$ cat src/rtl/shift_add_multiplier_pkg.sv
// Shared definitions for the shift-and-add multiplier: state encoding and default width.
package shift_add_multiplier_pkg;

    localparam int unsigned N_DEFAULT = 16;

    typedef enum logic [1:0] {
        ST_IDLE = 2'd0,
        ST_RUN  = 2'd1,
        ST_DONE = 2'd2
    } state_t;

endpackage

$ cat src/rtl/n_bit_adder.sv
// Combinational N-bit adder with carry in and carry out.
module n_bit_adder #(
    parameter int unsigned N = 16
) (
    input  logic [N-1:0] a,
    input  logic [N-1:0] b,
    input  logic         cin,
    output logic [N-1:0] sum,
    output logic         cout
);

    assign {cout, sum} = (N+1)'(a) + (N+1)'(b) + (N+1)'(cin);

endmodule

$ cat src/rtl/shift_add_multiplier.sv
// Sequential unsigned N x N -> 2N multiplier, one shift-and-add step per clock
// through a single shared n_bit_adder instance.
module shift_add_multiplier
    import shift_add_multiplier_pkg::*;
#(
    parameter int unsigned N = N_DEFAULT
) (
    input  logic           clk,
    input  logic           rst,
    input  logic           start,
    input  logic [N-1:0]   a,
    input  logic [N-1:0]   b,
    output logic           ready,
    output logic           done,
    output logic [2*N-1:0] product
);

    localparam int unsigned CNT_W = $clog2(N);

    state_t             state_q;
    state_t             state_d;
    logic   [N-1:0]     m_q;
    logic   [N-1:0]     q_q;
    logic   [N-1:0]     acc_q;
    logic   [CNT_W-1:0] cnt_q;
    logic               load;
    logic               step;
    logic               last;

    logic   [N-1:0]     add_b;
    logic   [N-1:0]     sum;
    logic               cout;
    logic   [N-1:0]     acc_next;
    logic   [N-1:0]     q_next;

    // Partial product: add the multiplicand only when the current multiplier LSB is set.
    assign add_b = q_q[0] ? m_q : '0;

    n_bit_adder #(.N(N)) u_adder (
        .a    (acc_q),
        .b    (add_b),
        .cin  (1'b0),
        .sum  (sum),
        .cout (cout)
    );

    // {cout, sum, Q} shifted right by one; cout becomes the new ACC MSB.
    assign acc_next = {cout, sum[N-1:1]};
    assign q_next   = {sum[0], q_q[N-1:1]};

    // Next-state and step control.
    always_comb begin
        state_d = state_q;
        load    = 1'b0;
        step    = 1'b0;
        last    = 1'b0;
        case (state_q)
            ST_IDLE: begin
                if (start) begin
                    load    = 1'b1;
                    state_d = ST_RUN;
                end
            end
            ST_RUN: begin
                step = 1'b1;
                if (cnt_q == CNT_W'(N - 1)) begin
                    last    = 1'b1;
                    state_d = ST_DONE;
                end
            end
            ST_DONE: state_d = ST_IDLE;
            default: state_d = ST_IDLE;
        endcase
    end

    // State register, datapath and registered outputs.
    always_ff @(posedge clk) begin
        if (rst) begin
            state_q <= ST_IDLE;
            m_q     <= '0;
            q_q     <= '0;
            acc_q   <= '0;
            cnt_q   <= '0;
            ready   <= 1'b1;
            done    <= 1'b0;
            product <= '0;
        end else begin
            state_q <= state_d;
            ready   <= (state_d == ST_IDLE);
            done    <= (state_d == ST_DONE);
            if (load) begin
                m_q   <= a;
                q_q   <= b;
                acc_q <= '0;
                cnt_q <= '0;
            end else if (step) begin
                acc_q <= acc_next;
                q_q   <= q_next;
                cnt_q <= cnt_q + CNT_W'(1);
            end
            if (last) begin
                product <= {acc_next, q_next};
            end
        end
    end

endmodule

$ cat config.mk
export PLATFORM = sky130hd
export DESIGN_NAME = shift_add_multiplier
export DESIGN_NICKNAME = d
export VERILOG_FILES = /design/src/rtl/shift_add_multiplier_pkg.sv /design/src/rtl/n_bit_adder.sv /design/src/rtl/shift_add_multiplier.sv
export SDC_FILE = /design/constraint.sdc
export NUM_CORES = 1
export LEC_CHECK = 0
export ABC_CLOCK_PERIOD_IN_PS = 3000
export CAP_MARGIN = 20
export CORE_MARGIN = 3
export CORE_UTILIZATION = 50
export CTS_BUF_LIST = sky130_fd_sc_hd__clkbuf_4 sky130_fd_sc_hd__clkbuf_8
export DETAILED_ROUTE_END_ITERATION = 6
export DONT_BUFFER_PORTS = 1
export HOLD_SLACK_MARGIN = 0.02
export SYNTH_ARGS = -nofsm -noshare
export SYNTH_HDL_FRONTEND = slang
export SYNTH_SLANG_ARGS = --single-unit
$ cat constraint.sdc
create_clock -name clk -period 3 [get_ports clk]
set_input_delay 0.6 -clock clk [delete_from_list [all_inputs] [get_ports clk]]
set_output_delay 0.6 -clock clk [all_outputs]
set_load 0.1 [all_outputs]
==> results.tsv <==
stage	metric	value	unit
run_status	outcome	complete, no violations	
yosys	top-count cell post-synth	nand2_1	
yosys	synth cell count leaders	nand2_1, dfxtp_1, a21oi_1, nor2_1, inv_1	
clocking	Clock Sinks	88	
sta	crit path time final	2.55	ns
critical_path	endpoint type of the worst setup path	flop	
routing	vias post-DR	3514	
sta	Final WS setup	0.452	ns
job	max-capacitance violation count	0	
critical_path	Max FO, Critical Path	17	
yosys	top cells by area, synth	dfxtp_1, a21oi_1, nand2_1	
clocking	CTS Buf Count	9	
pwr	VDD IR max	0.000226	V
clocking	PostCTS Resize Cnt	0	
clocking	clock-pin transition on the worst setup and hold timing paths	0.09	ns
routing	drt wl/cell	15.8	um
floorplanning	row count	32	
sta	Final setup viols	0	
critical_path	CP Cell Sequence	and2_1 -> ha_1 -> fa_1 -> a21o_2 -> a31o_4 -> a41oi_1 -> xnor2_1 -> nand2_1 -> a21oi_1	
place	GP Congestion	0.934	
critical_path	WP data required	3.28	ns
yosys	Net Count, Synth	592	
floorplanning	area of the core	7930	sq um
yosys	Cells after Synth	539	
sta	Slew HR	31.4	%
yosys	fraction of registers with async set/reset	0	%
floorplanning	die height	97.7	um
yosys	mean area per synthesized cell	7.80	sq um
yosys	Syn. warnings	0	
yosys	Synth top area share	41.9	%
grt	first-pass GRT wire length	16800	um
floorplanning	chip width	97.7	um
grt	largest net degree at the start of global routing	70	
floorplanning	DIE AREA	9550	sq um
critical_path	WP buf/inv	0	
routing	1st-iter DRT viols	206	
sta	worst slew pin tran	1.03	ns
yosys	Cell variety after synth	56	
final_layout	P&R area growth vs syn	6.49	%
min_path	Hold Crit Class	in -> reg	
clocking	CTS Hold Bufs	0	
grt	grt ovf	0	
sta	RSZ-0062 raised after global routing	false	
yosys	top_reg_cell synth	dfxtp_1	
yosys	Post-synth EDFFs	0	
floorplanning	I/O pin cnt	69	
routing	vias per std cell	5.51	
sta	Clock Skews	0.0115	ns
critical_path	Arr. time, crit path	2.83	ns
clocking	post-CTS setup repair buffer count	0	
final_layout	Ant. Diodes	0	
critical_path	Setup crit start kind	flop	
routing	# DRC	0	
place	post-place setup slack	0.463	ns
place	port bufs	0	
grt	vias in the first global route	3294	
clocking	H-tree levels	3	
clocking	Clock Path Buffers	2	
sta	Final period util	84.9	%
floorplanning	Initial Util	53.0	%
critical_path	Top delay family on crit path	compound AO/OA/AOI/OAI gates	
routing	total wire length	10100	um
clocking	CTS tree	done	
grt	gr usage total	21.5	%
final_layout	share of layout cells above drive strength 1	7.28	%
routing	Routed Antenna Nets	0	
pwr	P_leak	0.00179	uW
sta	setup_tns	0	ns
final_layout	final-stage net count	584	
critical_path	crit-path max cell delay	0.46	ns
yosys	sequential area share after synthesis	41.9	%
place	dpl hpwl	7270	um
yosys	synthesized cell area	4210	sq um
grt	initial antenna violation count	0	
critical_path	Crit-path slowest cell	dfxtp_1	
final_layout	# fillers	806	
clocking	clk_lat worst skew	0.36	ns
yosys	Seq cells post-synth	88	
sta	Slew Limit Fails	0	
routing	DRT Pass-1 Iters	4	
yosys	area leader, netlist	dfxtp_1	
final_layout	final core occ	56.5	%
critical_path	CP Class	reg -> reg	
clocking	CTS root buf	clkbuf_8	
pwr	cell area power density	506	nW/um^2
sta	Max Fclk	392	MHz
sta	hold violation count in the final report	0	
[kinds of logic after synthesis]
| group | after synthesis | share of synthesized area [%] |
|---|---|---|
| compound gates | 126 | 18.7 |
| xor+xnor | 14 | 2.92 |
| fa+ha+maj | 18 | 5.53 |
| buf+inv | 52 | 5.24 |
| flops | 88 | 41.9 |
| mux | 3 | 0.744 |
| simple gates | 238 | 25.0 |
[per-stage QoR]
stage	cells	hold WS, ns	cell area [sq um]	power [uW]
finish	638	0.304	4480	2270
global route	638	0.276	4480	2370
CTS	638	0.292	4480	2280
detailed placement	622	0.444	4270	1440
global placement	622	0.434	4270	1440
floorplan	539	0.432	4210	1410
[state kept, by name (all words and copies together), names as in the netlist]
register,count
acc_q,16
done,1
product,32
m_q,16
q_q,16
ready,1
cnt_q,4
state_q,2
[layer usage]
| metal | wire (um) | vias to the layer above | part of all wire, % | global-route usage, % |
|---|---|---|---|---|
| met4 | 130 | 0 | 1.3 | 6.71 |
| met2 | 4410 | 85 | 44 | 32.5 |
| li1 | - | 1792 | - | - |
| met3 | 636 | 10 | 6.3 | 4.59 |
| met1 | 4880 | 1627 | 49 | 30.8 |
| met5 | 0 | - | 0 | 0 |
[where the power goes]
group          total, uW  leakage [uW]  switching [uW]  internal [uW]
registers           1240      0.000717            36.7           1210
logic                173      0.000972             108           64.7
clock network        850      0.000102             455            395
total               2270       0.00179             600           1670
[worst reg2reg max path: stages (launching register included)]
cell	delay [ns]
dfxtp_1	0.46
and2_1	0.22
ha_1	0.20
fa_1	0.41
a21o_2	0.26
a31o_4	0.26
a41oi_1	0.24
xnor2_1	0.19
nand2_1	0.10
a21oi_1	0.15
[area by class of cell]
class / instances / area, sq um / share of cell area [%]
Clock inverter: 7 / 80.1 / 1.79
Sequential cell: 88 / 1760 / 39.3
Timing Repair Buffer: 10 / 75.1 / 1.68
Inverter: 23 / 86.3 / 1.93
Clock buffer: 9 / 124 / 2.77
Multi-Input combinational cell: 399 / 2220 / 49.7
Tap cell: 102 / 128 / 2.85
[placed cells by master, fill, tap and decap left out, types with 2 or more instances in the layout]
cell / instances
and2_1: 19
a22o_1: 4
xnor2_1: 10
clkbuf_8: 9
a31o_4: 2
a211oi_1: 4
nand3b_1: 3
mux2i_1: 2
a211o_1: 2
a21oi_1: 78
dfxtp_1: 88
o21bai_1: 2
o21ai_0: 11
nand2b_1: 2
or4_1: 2
nand2_1: 104
nor2_1: 70
inv_1: 23
buf_4: 10
nand4_1: 2
nor2_2: 2
nand3_1: 6
a21o_2: 2
nor3_1: 19
clkinv_4: 2
xor2_1: 4
o31ai_1: 2
o211ai_1: 2
ha_1: 17
o21a_1: 4
[worst paths after layout]
| path | from | to | slack [ns] | cells past startpoint |
|---|---|---|---|---|
| setup / recovery | q_q[0]$_SDFFE_PP0P_ | acc_q[9]$_SDFFE_PP0N_ | 0.45 | 9 |
| hold / removal | rst | product[31]$_SDFFE_PP0P_ | 0.30 | 1 |
| setup reg to reg | q_q[0]$_SDFFE_PP0P_ | acc_q[9]$_SDFFE_PP0N_ | 0.45 | 9 |
| hold reg to reg | m_q[5]$_SDFFE_PP0P_ | m_q[5]$_SDFFE_PP0P_ | 0.45 | 2 |
Power figures use the tool's default switching activity.
